<file path="src/rtl/bin_writer.sv">
// bin_writer: thresholds a grayscale pixel stream to 1 bpp, writes it row-major to BRAM
// and hands finished frames to the locate stage. Option macro: BIN_WRITER_INVERT_EN.
module bin_writer #(
  parameter int ADDR_WIDTH_2   = 16,
  parameter int PIX_WIDTH      = 8,
  parameter int THRESH_DEFAULT = 128
) (
  input  logic                    clk,
  input  logic                    rst_n,
  input  logic                    pix_valid,
  input  logic [PIX_WIDTH-1:0]    pix_data,
  input  logic                    pix_sof,
  input  logic                    pix_eol,
  input  logic                    pix_eof,
  input  logic                    thresh_wr,
  input  logic [PIX_WIDTH-1:0]    thresh_in,
  output logic                    wr_en,
  output logic [ADDR_WIDTH_2-1:0] wr_addr,
  output logic                    wr_data,
  output logic [31:0]             width,
  output logic [31:0]             height,
  output logic                    dmn_en,
  input  logic                    dmn_end,
  output logic                    err_line,
  output logic                    err_ovf,
  output logic [7:0]              drop_cnt
);
  localparam logic [ADDR_WIDTH_2-1:0] LAST = '1;
  typedef enum logic [1:0] {IDLE, WRITE, HANDOFF, RELEASE} state_t;
  state_t r_state, w_next;
  logic [PIX_WIDTH-1:0]    r_thresh;
  logic [ADDR_WIDTH_2-1:0] r_addr;
  logic                    r_full;
  logic [31:0]             r_col;
  logic                    w_acc, w_restart, w_clr, w_eol, w_full, w_wr, w_bit, w_busy;
  logic [ADDR_WIDTH_2-1:0] w_addr;
  logic [31:0]             w_col, w_width, w_height;
  assign w_acc     = pix_valid && (r_state == WRITE || (r_state == IDLE && pix_sof));
  assign w_restart = w_acc && pix_sof;
  assign w_clr     = w_acc && r_state == IDLE;
  assign w_eol     = pix_eol || pix_eof;
  assign w_addr    = w_restart ? '0 : r_addr;
  assign w_full    = !w_restart && r_full;
  assign w_wr      = w_acc && !w_full;
  assign w_col     = (w_restart ? 32'd0 : r_col) + 32'd1;
  assign w_width   = w_restart ? 32'd0 : width;
  assign w_height  = w_restart ? 32'd0 : height;
  assign w_busy    = r_state == HANDOFF || r_state == RELEASE;
`ifdef BIN_WRITER_INVERT_EN
  assign w_bit = pix_data < r_thresh;
`else
  assign w_bit = pix_data >= r_thresh;
`endif
  always_ff @(posedge clk or negedge rst_n)
    if (!rst_n) r_state <= IDLE;
    else        r_state <= w_next;
  always_comb begin
    w_next = r_state;
    case (r_state)
      IDLE:    w_next = w_acc ? (pix_eof ? HANDOFF : WRITE) : IDLE;
      WRITE:   w_next = (pix_valid && pix_eof) ? HANDOFF : WRITE;
      HANDOFF: w_next = dmn_end ? RELEASE : HANDOFF;
      RELEASE: w_next = dmn_end ? RELEASE : IDLE;
      default: w_next = IDLE;
    endcase
  end
  always_ff @(posedge clk or negedge rst_n) begin
    if (!rst_n) begin
      r_thresh <= PIX_WIDTH'(THRESH_DEFAULT);
      r_addr   <= '0;
      r_full   <= 1'b0;
      r_col    <= '0;
      wr_en    <= 1'b0;
      wr_addr  <= '0;
      wr_data  <= 1'b0;
      width    <= '0;
      height   <= '0;
      dmn_en   <= 1'b0;
      err_line <= 1'b0;
      err_ovf  <= 1'b0;
      drop_cnt <= '0;
    end else begin
      if (thresh_wr) r_thresh <= thresh_in;
      wr_en  <= w_wr;
      dmn_en <= r_state == HANDOFF && !dmn_end;
      if (w_wr) begin
        wr_addr <= w_addr;
        wr_data <= w_bit;
        // the final address is held rather than wrapped; r_full gates later beats
        r_addr  <= (w_addr == LAST) ? w_addr : w_addr + 1'b1;
        r_full  <= w_addr == LAST;
      end
      if (w_acc) begin
        r_col  <= w_eol ? 32'd0 : w_col;
        width  <= (w_eol && w_height == 32'd0) ? w_col : w_width;
        height <= w_eol ? w_height + 32'd1 : w_height;
      end
      err_line <= (err_line && !w_clr) || (w_acc && w_eol && w_height != 32'd0 && w_col != w_width);
      err_ovf  <= (err_ovf && !w_clr) || (w_acc && w_full);
      if (w_busy && pix_valid && pix_sof && drop_cnt != 8'hFF) drop_cnt <= drop_cnt + 8'd1;
    end
  end
endmodule

</file>
<file path="config.mk">
export PLATFORM = sky130hd
export DESIGN_NAME = bin_writer
export DESIGN_NICKNAME = d
export VERILOG_FILES = /design/src/rtl/bin_writer.sv
export SDC_FILE = /design/constraint.sdc
export NUM_CORES = 1
export LEC_CHECK = 0
export ABC_AREA = 1
export CAP_MARGIN = 25
export CORE_MARGIN = 4
export CORE_UTILIZATION = 55
export CTS_BUF_LIST = sky130_fd_sc_hd__clkbuf_16
export DETAILED_ROUTE_END_ITERATION = 10
export GPL_TIMING_DRIVEN = 0
export PLACE_DENSITY = 0.79
export SYNTH_ARGS = -nofsm -noshare
export SYNTH_HDL_FRONTEND = slang
export SYNTH_SLANG_ARGS = --single-unit
export TNS_END_PERCENT = 1
</file>
<file path="constraint.sdc">
create_clock -name clk -period 6.5 [get_ports clk]
set_input_delay 0.975 -clock clk [delete_from_list [all_inputs] [get_ports clk]]
set_output_delay 0.975 -clock clk [all_outputs]
set_load 0.02 [all_outputs]
</file>
# Word level (Yosys, flattened, before mapping)

Cells that the tools add are included.

Register bits: 152

Reductions and logical operators: 30
Multiplexer cells: 14
Add/subtract/negate cells: 4
Order comparisons: 1
Equal/unequal tests: 6

Operators by type and width:

| cell                                                 | number |
|---|---|
| two-way mux 32 bit                                   | 6 |
| adder 32 x 1 -> 32 bit (second input constant)       | 2 |
| zero test 32 bit                                     | 1 |
| two-way mux 16 bit                                   | 2 |
| inequality test 32 bit                               | 1 |
| nonzero test 32 bit                                  | 1 |
| logical AND 1 bit                                    | 18 |
| adder 16 x 1 -> 16 bit (second input constant)       | 1 |
| equality test 16 bit (second input constant)         | 1 |
| adder 8 x 1 -> 8 bit (second input constant)         | 1 |
| greater-or-equal comparator 8 bit                    | 1 |
| two-way mux 2 bit                                    | 4 |
| inequality test 8 bit (second input constant)        | 1 |
| case mux 2 bit (4 select lines)                      | 1 |
| logical OR 1 bit                                     | 5 |
| equality test 2 bit (second input constant)          | 2 |
| zero test 1 bit                                      | 4 |
| equality test 2 x 1 -> 1 bit (second input constant) | 1 |
| zero test 2 bit                                      | 1 |
| two-way mux 1 bit                                    | 1 |

# Depth between registers and ports, before layout

Gate-level depths: netlist (run 1).

Depth after elaboration: 10
Gate-level depth with buffers: 20
Gate-level depth less buffers: 18

# Worst setup path after synthesis (run 1)

No wires, ideal clock.

Path type: input port to flip-flop
Start: input port pix_valid
End: register r_addr[11]
Arrival time: 2930 ps
Library setup time: 125 ps
Slack: 3445 ps
Buffers on the path: 3
Cell stages on the path: 18
Path through: nand3_4 -> buf_8 -> buf_8 -> buf_12 -> nand2_1 -> inv_1 -> ha_1 -> nand4_1 -> nor3_1 -> nand3_1 -> nor2_2 -> nand2_1 -> nand2_2 -> nor2_1 -> nand2_1 -> nor2_2 -> nand2_1 -> xor2_1

Elaborated cells on any way between the ends: 10
Those cells by class: add/sub: 1; eq/ne: 1; mux: 2; reduce/logical: 6

RTL lines:

| what                                                                  | line | source |
|---|---|---|
| start: declaration                                                    | 10   | `input logic pix_valid,` |
| logical AND 1 bit (*)                                                 | 38   | `assign w_acc = pix_valid && (r_state == WRITE \|\| (r_state == IDLE && pix_sof));` |
| logical AND 1 bit (*)                                                 | 39   | `assign w_restart = w_acc && pix_sof;` |
| two-way mux 16 bit (*)                                                | 42   | `assign w_addr = w_restart ? '0 : r_addr;` |
| via w_addr[0]                                                         | 36   | `logic [ADDR_WIDTH_2-1:0] w_addr;` |
| adder 16 x 1 -> 16 bit / equality test 16 bit (equally long branches) | 90   | `r_addr <= (w_addr == LAST) ? w_addr : w_addr + 1'b1;` |
| two-way mux 16 bit (*)                                                | 90   |  |
| end signal: assignment                                                | 90   |  |
| end: declaration                                                      | 32   | `logic [ADDR_WIDTH_2-1:0] r_addr;` |

The timed path passes the listed nets; every way through them passes the cells marked *.
A chain may end at the register's enable or synchronous reset.

# Worst setup path in the final report (run 1)

Start: input port pix_sof
End: register r_addr[11]

Elaborated cells on any way between the ends: 12
Those cells by class: add/sub: 1; eq/ne: 1; mux: 2; reduce/logical: 8

RTL lines:

| what                                                                  | line | source |
|---|---|---|
| start: declaration                                                    | 12   | `input logic pix_sof,` |
| logical AND 1 bit                                                     | 38   |  |
| logical OR 1 bit                                                      | 38   |  |
| logical AND 1 bit                                                     | 38   |  |
| logical AND 1 bit (*)                                                 | 39   |  |
| two-way mux 16 bit (*)                                                | 42   |  |
| via w_addr[0]                                                         | 36   |  |
| adder 16 x 1 -> 16 bit / equality test 16 bit (equally long branches) | 90   |  |
| two-way mux 16 bit (*)                                                | 90   |  |

Marks and branches as above.

==> metrics.sh, run 1 <==
SLEW_HEADROOM=0.4369
FIN_NETS=1425
AREA_GROWTH_PCT=22.09
ROUTED-VIA-COUNT=8986
ROUTE.FINAL.WIRE_LENGTH_MM=27.56
N_FILL_CELL=1447
NETLIST-CELL-TYPE-COUNT=46
INSERTION_DELAY_NS=0.43
DP_HPWL_MM=20.22
NUMBER_OF_FLOPS_MAPPED_TO_ENABLE_CELLS_BY_YOSYS=0
SYN_AVG_CELL_AREA_SQ_UM=7.374
GLOBALPLACE.CONGESTION=1.008
CRITPATHKIND='input pin to flip-flop'
PIN_COUNT=117
POSTSYNTH.TOPFLOPCELL='sky130_fd_sc_hd__dfrtp_1'
CP-START-KIND='input pin'
SYNTH_NETS=1289
FINAL.MIN_CLOCK_PERIOD_NS=3.749
STATUS='finished, final reports clean'
CRITICAL_PATH_S_LARGEST_STAGE_DELAY_NS=0.57
DRV.MAX_CAP_VIOLATION_COUNT=0
POSTCTSRESIZEDCELLS=0
YOSYSSEQAREASHARE=0.4118
RSZ0062_AT_GRT='no'
TIMING.CRITICAL_PATH.FANOUT_MAX=10
CRITICAL_PATH.CELL_CHAIN='clkdlybuf4s50_1, nand3_4, buf_8, buf_8, buf_12, nand2_1, inv_1, ha_1, nand4_1, nor3_1, nand3_1, nor2_2, nand2_1, nand2_2, nor2_1, nand2_1, nor2_2, nand2_1, xor2_1'
FINAL.PERIOD_UTILIZATION=0.5768
WORST_SETUP_PATH_ENDPOINT='r_addr[11]'
DRT_DRC_VIOLATIONS_LEFT=0
YS_TOP_CELLS_BY_COUNT='399 x sky130_fd_sc_hd__nand2_1, 151 x sky130_fd_sc_hd__dfrtp_1, 142 x sky130_fd_sc_hd__inv_1, 112 x sky130_fd_sc_hd__nor2_1, 89 x sky130_fd_sc_hd__o21ai_0'
GR-USAGE-ALL-LAYERS=0.3042
INITIAL_DRC_COUNT=858
DPL.CELL_COUNT=1590
DETAILED_ROUTING_ITERATION_COUNT_FOR_THE_PRE_ANTENNA_REPAIR_PASS=6
PWR_DENSITY_CELL_nW_PER_UM2=325.5
CTS_TREE='built'
WORST_PATH_MOST_REPEATED_CELL='sky130_fd_sc_hd__nand2_1'
POWER.STATIC_LEAKAGE_nW=5.361
FINAL-SEQ-AREA_SQ_UM=3805
CLOCK_SINKS=152
WORST-R2R-CELL-COUNT=19
GLOBAL_ROUTE.OVERFLOW_TOTAL=0
VDD.IR_DROP.WORST_mV=0.2069
CPMAXSTAGEDELAYCELL='sky130_fd_sc_hd__clkdlybuf4s50_1'
VIAS_PER_CELL=5.543
YS_TOP_CELLS_BY_AREA='sky130_fd_sc_hd__dfrtp_1 41%, sky130_fd_sc_hd__nand2_1 16%, sky130_fd_sc_hd__inv_1 5.8%'
POST-SYNTH-TOP-COUNT-CELL='sky130_fd_sc_hd__nand2_1'
GRT_ANTENNA_BEFORE_REPAIR=0
DIE-WIDTH_UM=137.6
MULTIINPUTGATEAREA_SQ_UM=4632
AREA_OF_THE_MAPPED_NETLIST_SQ_UM=9240
PIN_SLEW_WITH_THE_LEAST_HEADROOM_TO_ITS_LIMIT_NS=0.8446
SYNTH_CELLS=1253
AVGROUTEDWIREPERCELL_UM=17.00
CLKTRANSATPATHREGS_NS=0.06
CHIPHEIGHT_UM=137.6
YS_SEQ_ELEMENTS=152
SYNTH.LARGEST_AREA_CELL='sky130_fd_sc_hd__dfrtp_1'
FLOORPLAN.ROWS=47
STDCELL_COUNT=1621
FLOORPLAN.CORE_AREA_SQ_UM=16520
CRITICAL_PATH.ENDPOINT_TYPE='flip-flop'
FIRST_GLOBAL_VIAS=8605
PLACE_WS_NS=2.337
MAXIMUM_NUMBER_OF_PINS_ON_ONE_NET_BEFORE_GLOBAL_ROUTE_REPAIR=83
TRITONCTS.NUM_BUFFERS=17
GRT_PASS1_WL_MM=44.53
YS_ASYNC_SR_FRACTION=1.000
R2R-END='r_addr[11]'
TIMING.FMAX_GHz=0.2667
CTS_HOLD_BUF=0
WORST_SLACK_NS=2.751
CTS_BUFFER_DEPTH=2
WORSTHOLDPATHTYPE='flip-flop to flip-flop'
DRIVE_ABOVE_1_SHARE=0.06924
SYNTHDOMINANTCELLAREASHARE=0.4089
PLACEMENT.IO_BUFFERS=116
WORST_R2R_STARTPOINT='r_state[1]'
REGISTER_TO_REGISTER_SETUP_SLACK_NS=3.39
CLOCK_TREE.HTREE_LEVEL_COUNT=4
CRIT_START='pix_sof'
TIMING.FINAL.SETUP_VIOLATIONS=0
YOSYS_WARNINGS=0
REQUIRED_NS=6.81
REPORT.FINAL.HOLD_VIOL_COUNT=0
INITIAL_UTILIZATION=0.5592
DIE_AREA_SQ_UM=18940
SKEW_NS=0.006430
ANT_NETS=0
POST_CTS_SETUP_BUFFER_COUNT=0
ANTENNA_CELLS=0
ROOT_BUFFER='sky130_fd_sc_hd__clkbuf_16'
CRITPATHARRIVALTIME_NS=4.06
DRV_SLEW=0
WORSTHOLDSTART='r_addr[1]'
worst max-delay path, delay by kind of cell:
kind | cells | cell delay [ns]
AND/OR/NAND/NOR | 12 | 1.54
XOR/XNOR | 1 | 0.14
adder cells (fa/ha/maj) | 1 | 0.22
buffers and inverters | 5 | 1.16
cells in the final DEF (no fill, tap or decap), types with 8 or more instances in the layout:
cell type and count:
sky130_fd_sc_hd__nand2_1 399, sky130_fd_sc_hd__dfrtp_1 151, sky130_fd_sc_hd__inv_1 142, sky130_fd_sc_hd__clkdlybuf4s50_1 115
sky130_fd_sc_hd__nor2_1 112, sky130_fd_sc_hd__o21ai_0 89, sky130_fd_sc_hd__nand3_1 81, sky130_fd_sc_hd__xor2_1 38
sky130_fd_sc_hd__a21oi_1 32, sky130_fd_sc_hd__nand4_1 22, sky130_fd_sc_hd__xnor2_1 21, sky130_fd_sc_hd__clkbuf_1 20
sky130_fd_sc_hd__clkbuf_16 17, sky130_fd_sc_hd__nand3b_1 14, sky130_fd_sc_hd__nor3_1 13, sky130_fd_sc_hd__a22o_1 12
sky130_fd_sc_hd__ha_1 12, sky130_fd_sc_hd__nor2_2 10, sky130_fd_sc_hd__buf_2 8, sky130_fd_sc_hd__nor3_2 8
per-layer routing:
layer  GRT usage  wire, um  vias up
li1            -         -     4300
met1      0.4072     11280     4186
met2      0.4723     12420      445
met3     0.09021      2974       55
met4      0.1031       882        0
met5           0         0        -
worst min path at each step:
| stage | to | slack, ns | depth (start not counted) |
|---|---|---|---|
| 3_3_place_gp | r_addr[13] | 0.46 | 2 |
| 2_1_floorplan | r_addr[1] | 0.45 | 2 |
| 5_1_grt | wr_addr[13] | 0.51 | 2 |
| 6_report | r_addr[1] | 0.48 | 2 |
| 4_1_cts | r_addr[1] | 0.48 | 2 |
| 3_5_place_dp | r_addr[1] | 0.47 | 2 |
registers in the layout (all words and copies together) (netlist names):
signal	flops
width	32
r_col	32
err_ovf	1
height	32
r_thresh	8
r_addr	16
dmn_en	1
wr_data	1
r_state	2
drop_cnt	8
r_full	1
wr_addr	16
err_line	1
wr_en	1
per-stage QoR:
stage | utilization | total power [W] | TNS (ns) | instance area, sq um | hold slack (ns)
floorplan | - | 0.002079 | 0 | 9240 | 0.4492
global placement | 0.6461 | 0.002640 | -263.42 | 10680 | 0.4643
detailed placement | 0.6478 | 0.002670 | 0 | 10710 | 0.4659
CTS | 0.6827 | 0.003665 | 0 | 11280 | 0.4832
global route | 0.6827 | 0.003882 | 0 | 11280 | 0.5124
finish | 0.6827 | 0.003672 | 0 | 11280 | 0.4816
logic make-up (layout without fill, tap and decap cells):
| kind of cell | after synthesis | count (layout) | share of synthesized area |
|---|---|---|---|
| compound gates | 151 | 151 | 0.09086 |
| xor+xnor | 61 | 61 | 0.06093 |
| fa+ha+maj | 12 | 12 | 0.01625 |
| buf+inv | 187 | 335 | 0.08693 |
| flops | 152 | 152 | 0.4118 |
| mux | 2 | 2 | 0.002437 |
| simple gates | 688 | 688 | 0.3308 |
report_power, final:
group / switching [W] / internal [W]
combinational: 0.000881 / 0.000541
clock: 0.000429 / 0.000567
sequential: 0.000140 / 0.00111
layout make-up:
type                    count  share of cell area
flip-flops and latches    152              0.3373
multi-input cells         914              0.4106
plain buffers              41             0.02263
inverters                 146             0.04858
clock inverters            14             0.01331
repair buffers            117              0.1055
clock buffers              17             0.03771
well taps                 220             0.02440
Power figures use the tool's default switching activity.
==> inputs of run 2 (changes only) <==
Clock period 6.5 ns to 3.5 ns, I/O delays scaled along.
==> metrics.sh, run 2 (synthesized netlist as in run 1, its figures left out) <==
STATUS='finished, final reports clean'
GR-USAGE-ALL-LAYERS=0.3042
CRITICAL_PATH_DEPTH=19
TIMING.FMAX_GHz=0.3053
WORST_R2R_STARTPOINT='r_state[1]'
WORSTHOLDPATHTYPE='input pin to async pin'
POST_CTS_SETUP_BUFFER_COUNT=0
ANT_NETS=0
FINAL.MIN_CLOCK_PERIOD_NS=3.276
MAXIMUM_NUMBER_OF_PINS_ON_ONE_NET_BEFORE_GLOBAL_ROUTE_REPAIR=83
PWR_DENSITY_CELL_nW_PER_UM2=604.6
SKEW_NS=0.008793
CHIPHEIGHT_UM=137.6
INSERTION_DELAY_NS=0.44
GRT_PASS1_WL_MM=44.53
DETAILED_ROUTING_ITERATION_COUNT_FOR_THE_PRE_ANTENNA_REPAIR_PASS=6
TRITONCTS.NUM_BUFFERS=17
CRITPATHKIND='input pin to flip-flop'
PIN_COUNT=117
VIAS_PER_CELL=5.554
ANTENNA_CELLS=0
REPORT.FINAL.HOLD_VIOL_COUNT=0
CPMAXSTAGEDELAYCELL='sky130_fd_sc_hd__clkdlybuf4s50_1'
PIN_SLEW_WITH_THE_LEAST_HEADROOM_TO_ITS_LIMIT_NS=0.8481
FIN_NETS=1430
POWER.STATIC_LEAKAGE_nW=5.382
INITIAL_DRC_COUNT=807
AVGROUTEDWIREPERCELL_UM=17.05
WORST-R2R-CELL-COUNT=19
FINAL.PERIOD_UTILIZATION=0.9359
GLOBAL_ROUTE.OVERFLOW_TOTAL=0
CTS_BUFFER_DEPTH=2
CLOCK_SINKS=152
PLACEMENT.IO_BUFFERS=116
DRV_SLEW=0
MOSTFREQUENTLAYOUTCELLS='399 x sky130_fd_sc_hd__nand2_1, 151 x sky130_fd_sc_hd__dfrtp_1, 142 x sky130_fd_sc_hd__inv_1'
DRIVE_ABOVE_1_SHARE=0.07255
SLEW_HEADROOM=0.4346
AREA_GROWTH_PCT=22.49
CLKTRANSATPATHREGS_NS=0.06
REQUIRED_NS=3.82
DIE-WIDTH_UM=137.6
FLOORPLAN.CORE_AREA_SQ_UM=16520
CRITICAL_PATH_S_LARGEST_STAGE_DELAY_NS=0.58
RSZ0062_AT_GRT='no'
DP_HPWL_MM=20.22
DRV.MAX_CAP_VIOLATION_COUNT=0
MOSTFREQUENTLAYOUTCELL='sky130_fd_sc_hd__nand2_1'
PLACE_WS_NS=-0.2133
CP_TOP_FAMILY='simple AND/OR/NAND/NOR gates'
BIGGESTREGSBYFLOPS='height: 32 flops, r_col: 32 flops, width: 32 flops'
CRITICAL_PATH.N_BUFFERS_INVERTERS=5
TIMING.HOLD.WS_NS=0.1037
ROUTED-VIA-COUNT=9031
FIRST_GLOBAL_VIAS=8605
CTS_HOLD_BUF=0
GRT_ANTENNA_BEFORE_REPAIR=0
CRITICAL_PATH.ENDPOINT_TYPE='flip-flop'
CRIT_START='pix_sof'
WORST_SLACK_NS=0.2242
GLOBALPLACE.CONGESTION=1.008
INITIAL_UTILIZATION=0.5592
ROUTE.FINAL.WIRE_LENGTH_MM=27.72
WORST_PATH_MOST_REPEATED_CELL='sky130_fd_sc_hd__nand2_1'
TIMING.CRITICAL_PATH.FANOUT_MAX=10
FLOORPLAN.ROWS=47
CTS_TREE='built'
TIMING.FINAL.SETUP_VIOLATIONS=0
CRITICAL_PATH.CELL_CHAIN='clkdlybuf4s50_1, nand3_4, buf_8, buf_8, buf_12, nand2_1, inv_1, ha_1, nand4_1, nor3_1, nand3_1, nor2_2, nand2_1, nand2_2, nor2_1, nand2_1, nor2_2, nand2_1, xor2_1'
DIE_AREA_SQ_UM=18940
ROOT_BUFFER='sky130_fd_sc_hd__clkbuf_16'
CP-START-KIND='input pin'
CRITPATHARRIVALTIME_NS=3.59
DRT_DRC_VIOLATIONS_LEFT=0
CLOCK_TREE.HTREE_LEVEL_COUNT=4
VDD.IR_DROP.WORST_mV=0.3831
POSTCTSRESIZEDCELLS=0
==> run 2: cell count changes in the layout (fill, tap and decap cells not counted), sizes merged <==
cell | previous run | this run
buf | 23 | 28
==> run 2: layout make-up <==
type                    count  area (sq um)
clock inverters            14         150.1
flip-flops and latches    152          3805
well taps                 220         275.3
plain buffers              41         255.2
inverters                 146         548.0
fillers                  1440          5206
repair buffers            122          1227
multi-input cells         914          4632
clock buffers              17         425.4
==> run 2: worst paths after layout <==
kind,end,slack (ns)
max,r_addr[11],0.22
min,drop_cnt[2],0.10
max reg2reg,r_addr[11],0.41
min reg2reg,r_addr[1],0.48
max in group asynchronous,r_thresh[7],2.52
min in group clk,r_addr[1],0.48
==> run 2: stage by stage <==
step	area, sq um	total power [W]	setup TNS [ns]	cells	util
finish	11320	0.006843	0	1626	0.6849
global route	11320	0.007223	0	1626	0.6849
CTS	11280	0.006807	0	1621	0.6827
detailed placement	10710	0.004959	-0.5813	1590	0.6478
global placement	10680	0.004903	-651.27	1589	0.6461
floorplan	9240	0.003862	0	1253	-
==> run 2: routing by layer <==
layer	vias up	GRT usage	routed length [um]
met5	-	0	0
met4	0	0.1031	942
met3	64	0.09021	2599
met2	408	0.4723	12450
met1	4253	0.4072	11730
li1	4306	-	-
==> run 2: where the power goes <==
group / switching, W / internal [W] / total, W
logic: 0.00165 / 0.00102 / 0.00266
registers: 0.000259 / 0.00207 / 0.00233
clock network: 0.000803 / 0.00105 / 0.00185
==> inputs of run 3 (changes only) <==
Settings changed: CAP_MARGIN 25 to default, CORE_MARGIN 4 to 3.
==> metrics.sh, run 3 (synthesized netlist as in run 1, its figures left out) <==
REPORT.FINAL.HOLD_VIOL_COUNT=0
CRITPATHKIND='input pin to flip-flop'
ROUTED-VIA-COUNT=8986
RSZ0062_AT_GRT='no'
POWER.SWITCHING_FRACTION=0.4049
POWER.SHARE.CLOCK=0.259
MOSTFREQUENTLAYOUTCELL='sky130_fd_sc_hd__nand2_1'
COMBPWRFRAC=0.394
FIN_NETS=1426
TIMING.CRITICAL_PATH.FANOUT_MAX=10
MAXIMUM_NUMBER_OF_PINS_ON_ONE_NET_BEFORE_GLOBAL_ROUTE_REPAIR=93
POWER.STATIC_LEAKAGE_nW=5.355
DIE_AREA_SQ_UM=18390
TIMING.FINAL.SETUP_VIOLATIONS=0
CLKTRANSATPATHREGS_NS=0.07
NET_SWITCHING_W=0.002718
PLACEMENT.IO_BUFFERS=116
WORSTHOLDPATHTYPE='input pin to async pin'
INSERTION_DELAY_NS=0.44
GRT_ANTENNA_BEFORE_REPAIR=0
CHIPHEIGHT_UM=135.6
WORST-R2R-CELL-COUNT=19
DRV.MAX_CAP_VIOLATION_COUNT=0
GR-USAGE-ALL-LAYERS=0.3046
VIAS_PER_CELL=5.550
SLEW_HEADROOM=0.4658
PWR_DENSITY_CELL_nW_PER_UM2=596.8
PIN_SLEW_WITH_THE_LEAST_HEADROOM_TO_ITS_LIMIT_NS=0.8013
POST_CTS_SETUP_BUFFER_COUNT=0
FINAL.MIN_CLOCK_PERIOD_NS=3.276
INITIAL_UTILIZATION=0.5713
FINALSETUPTNS_NS=0
DETAILED_ROUTING_ITERATION_COUNT_FOR_THE_PRE_ANTENNA_REPAIR_PASS=6
DRV_SLEW=0
R2R-END='r_addr[11]'
PIN_COUNT=117
TIMING.HOLD.WS_NS=0.07285
INTPOWER_W=0.003995
FLOORPLAN.ROWS=46
CRITPATHARRIVALTIME_NS=3.59
DRIVE_ABOVE_1_SHARE=0.07056
CLOCK_TREE.HTREE_LEVEL_COUNT=4
ROOT_BUFFER='sky130_fd_sc_hd__clkbuf_16'
CP-START-KIND='input pin'
ANTENNA_CELLS=0
WORST_SLACK_NS=0.2237
FLOORPLAN.CORE_AREA_SQ_UM=16170
CTS_HOLD_BUF=0
GLOBALPLACE.CONGESTION=0.9760
DIE-WIDTH_UM=135.6
REGISTER_TO_REGISTER_SETUP_SLACK_NS=0.38
CLOCK_SINKS=152
FIRST_GLOBAL_VIAS=8471
INITIAL_DRC_COUNT=960
SKEW_NS=0.01347
STATUS='finished, final reports clean'
GLOBAL_ROUTE.OVERFLOW_TOTAL=0
DP_HPWL_MM=20.07
AVGROUTEDWIREPERCELL_UM=16.89
AREA_GROWTH_PCT=21.75
POWER.SHARE.SEQUENTIAL=0.347
ROUTE.FINAL.WIRE_LENGTH_MM=27.35
N_FILL_CELL=1371
FINAL.PERIOD_UTILIZATION=0.9361
DRT_DRC_VIOLATIONS_LEFT=0
WORST_R2R_STARTPOINT='r_state[1]'
MOSTFREQUENTLAYOUTCELLS='399 x sky130_fd_sc_hd__nand2_1, 151 x sky130_fd_sc_hd__dfrtp_1, 142 x sky130_fd_sc_hd__inv_1'
TRITONCTS.NUM_BUFFERS=17
PLACE_WS_NS=-0.1984
BIGGESTREGSBYFLOPS='height: 32 flops, r_col: 32 flops, width: 32 flops'
CTS_BUFFER_DEPTH=2
REQUIRED_NS=3.82
POSTCTSRESIZEDCELLS=0
CRITICAL_PATH.ENDPOINT_TYPE='flip-flop'
VDD.IR_DROP.WORST_mV=0.4276
GRT_PASS1_WL_MM=43.81
ANT_NETS=0
TIMING.FMAX_GHz=0.3052
CTS_TREE='built'
## run 3: worst max-delay path by stage
stage / startpoint / slack (ns) / end
2_1_floorplan: pix_valid / 0.90 / r_addr[11]
3_3_place_gp: rst_n / -4.36 / wr_addr[14]
3_5_place_dp: pix_sof / -0.20 / r_addr[11]
4_1_cts: pix_valid / 0.24 / r_addr[11]
5_1_grt: pix_sof / 0.01 / r_addr[11]
6_report: pix_valid / 0.22 / r_addr[11]
## run 3: power groups by stage
stage / Sequential (W) / Combinational, W / Clock (W)
after detailed placement: 0.00235 / 0.00260 / 0
after floorplan: 0.00261 / 0.00125 / 0
after global placement: 0.00234 / 0.00256 / 0
after CTS: 0.00232 / 0.00263 / 0.00176
final: 0.00233 / 0.00265 / 0.00174
after global routing: 0.00236 / 0.00291 / 0.00183
## run 3: final cells by class
| type | count | area [sq um] | area share |
|---|---|---|---|
| multi-input combinational | 914 | 4632 | 0.4117 |
| sequential | 152 | 3805 | 0.3382 |
| timing repair buffer | 118 | 1197 | 0.1064 |
| inverter | 146 | 548.0 | 0.04872 |
| clock buffer | 17 | 425.4 | 0.03782 |
| tap | 216 | 270.3 | 0.02402 |
| buffer | 41 | 255.2 | 0.02269 |
| clock inverter | 15 | 116.4 | 0.01034 |
## run 3: stage by stage
step | util | instances | instance area [sq um] | power [W]
2_1_floorplan | - | 1253 | 9240 | 0.003862
3_3_place_gp | 0.6598 | 1585 | 10670 | 0.004902
3_5_place_dp | 0.6616 | 1586 | 10700 | 0.004955
4_1_cts | 0.6951 | 1618 | 11240 | 0.006714
5_1_grt | 0.6956 | 1619 | 11250 | 0.007099
6_report | 0.6956 | 1619 | 11250 | 0.006714
## run 3: per-layer routing
layer	wire length (um)	GRT usage	part of all wire
met5	0	0	0
met4	778	0.1097	0.028
met3	2501	0.06315	0.091
met2	12330	0.4757	0.45
met1	11740	0.4225	0.43
## run 3: worst max-delay path, cell delays in order
cell                              delay (ns)
sky130_fd_sc_hd__clkdlybuf4s50_1        0.56
sky130_fd_sc_hd__nand3_4                0.17
sky130_fd_sc_hd__buf_8                  0.20
sky130_fd_sc_hd__buf_8                  0.15
sky130_fd_sc_hd__buf_12                 0.15
sky130_fd_sc_hd__nand2_1                0.15
sky130_fd_sc_hd__inv_1                  0.07
sky130_fd_sc_hd__ha_1                   0.22
sky130_fd_sc_hd__nand4_1                0.17
sky130_fd_sc_hd__nor3_1                 0.08
sky130_fd_sc_hd__nand3_1                0.10
sky130_fd_sc_hd__nor2_2                 0.06
sky130_fd_sc_hd__nand2_1                0.16
sky130_fd_sc_hd__nand2_2                0.12
sky130_fd_sc_hd__nor2_1                 0.19
sky130_fd_sc_hd__nand2_1                0.13
sky130_fd_sc_hd__nor2_2                 0.14
sky130_fd_sc_hd__nand2_1                0.08
sky130_fd_sc_hd__xor2_1                 0.15
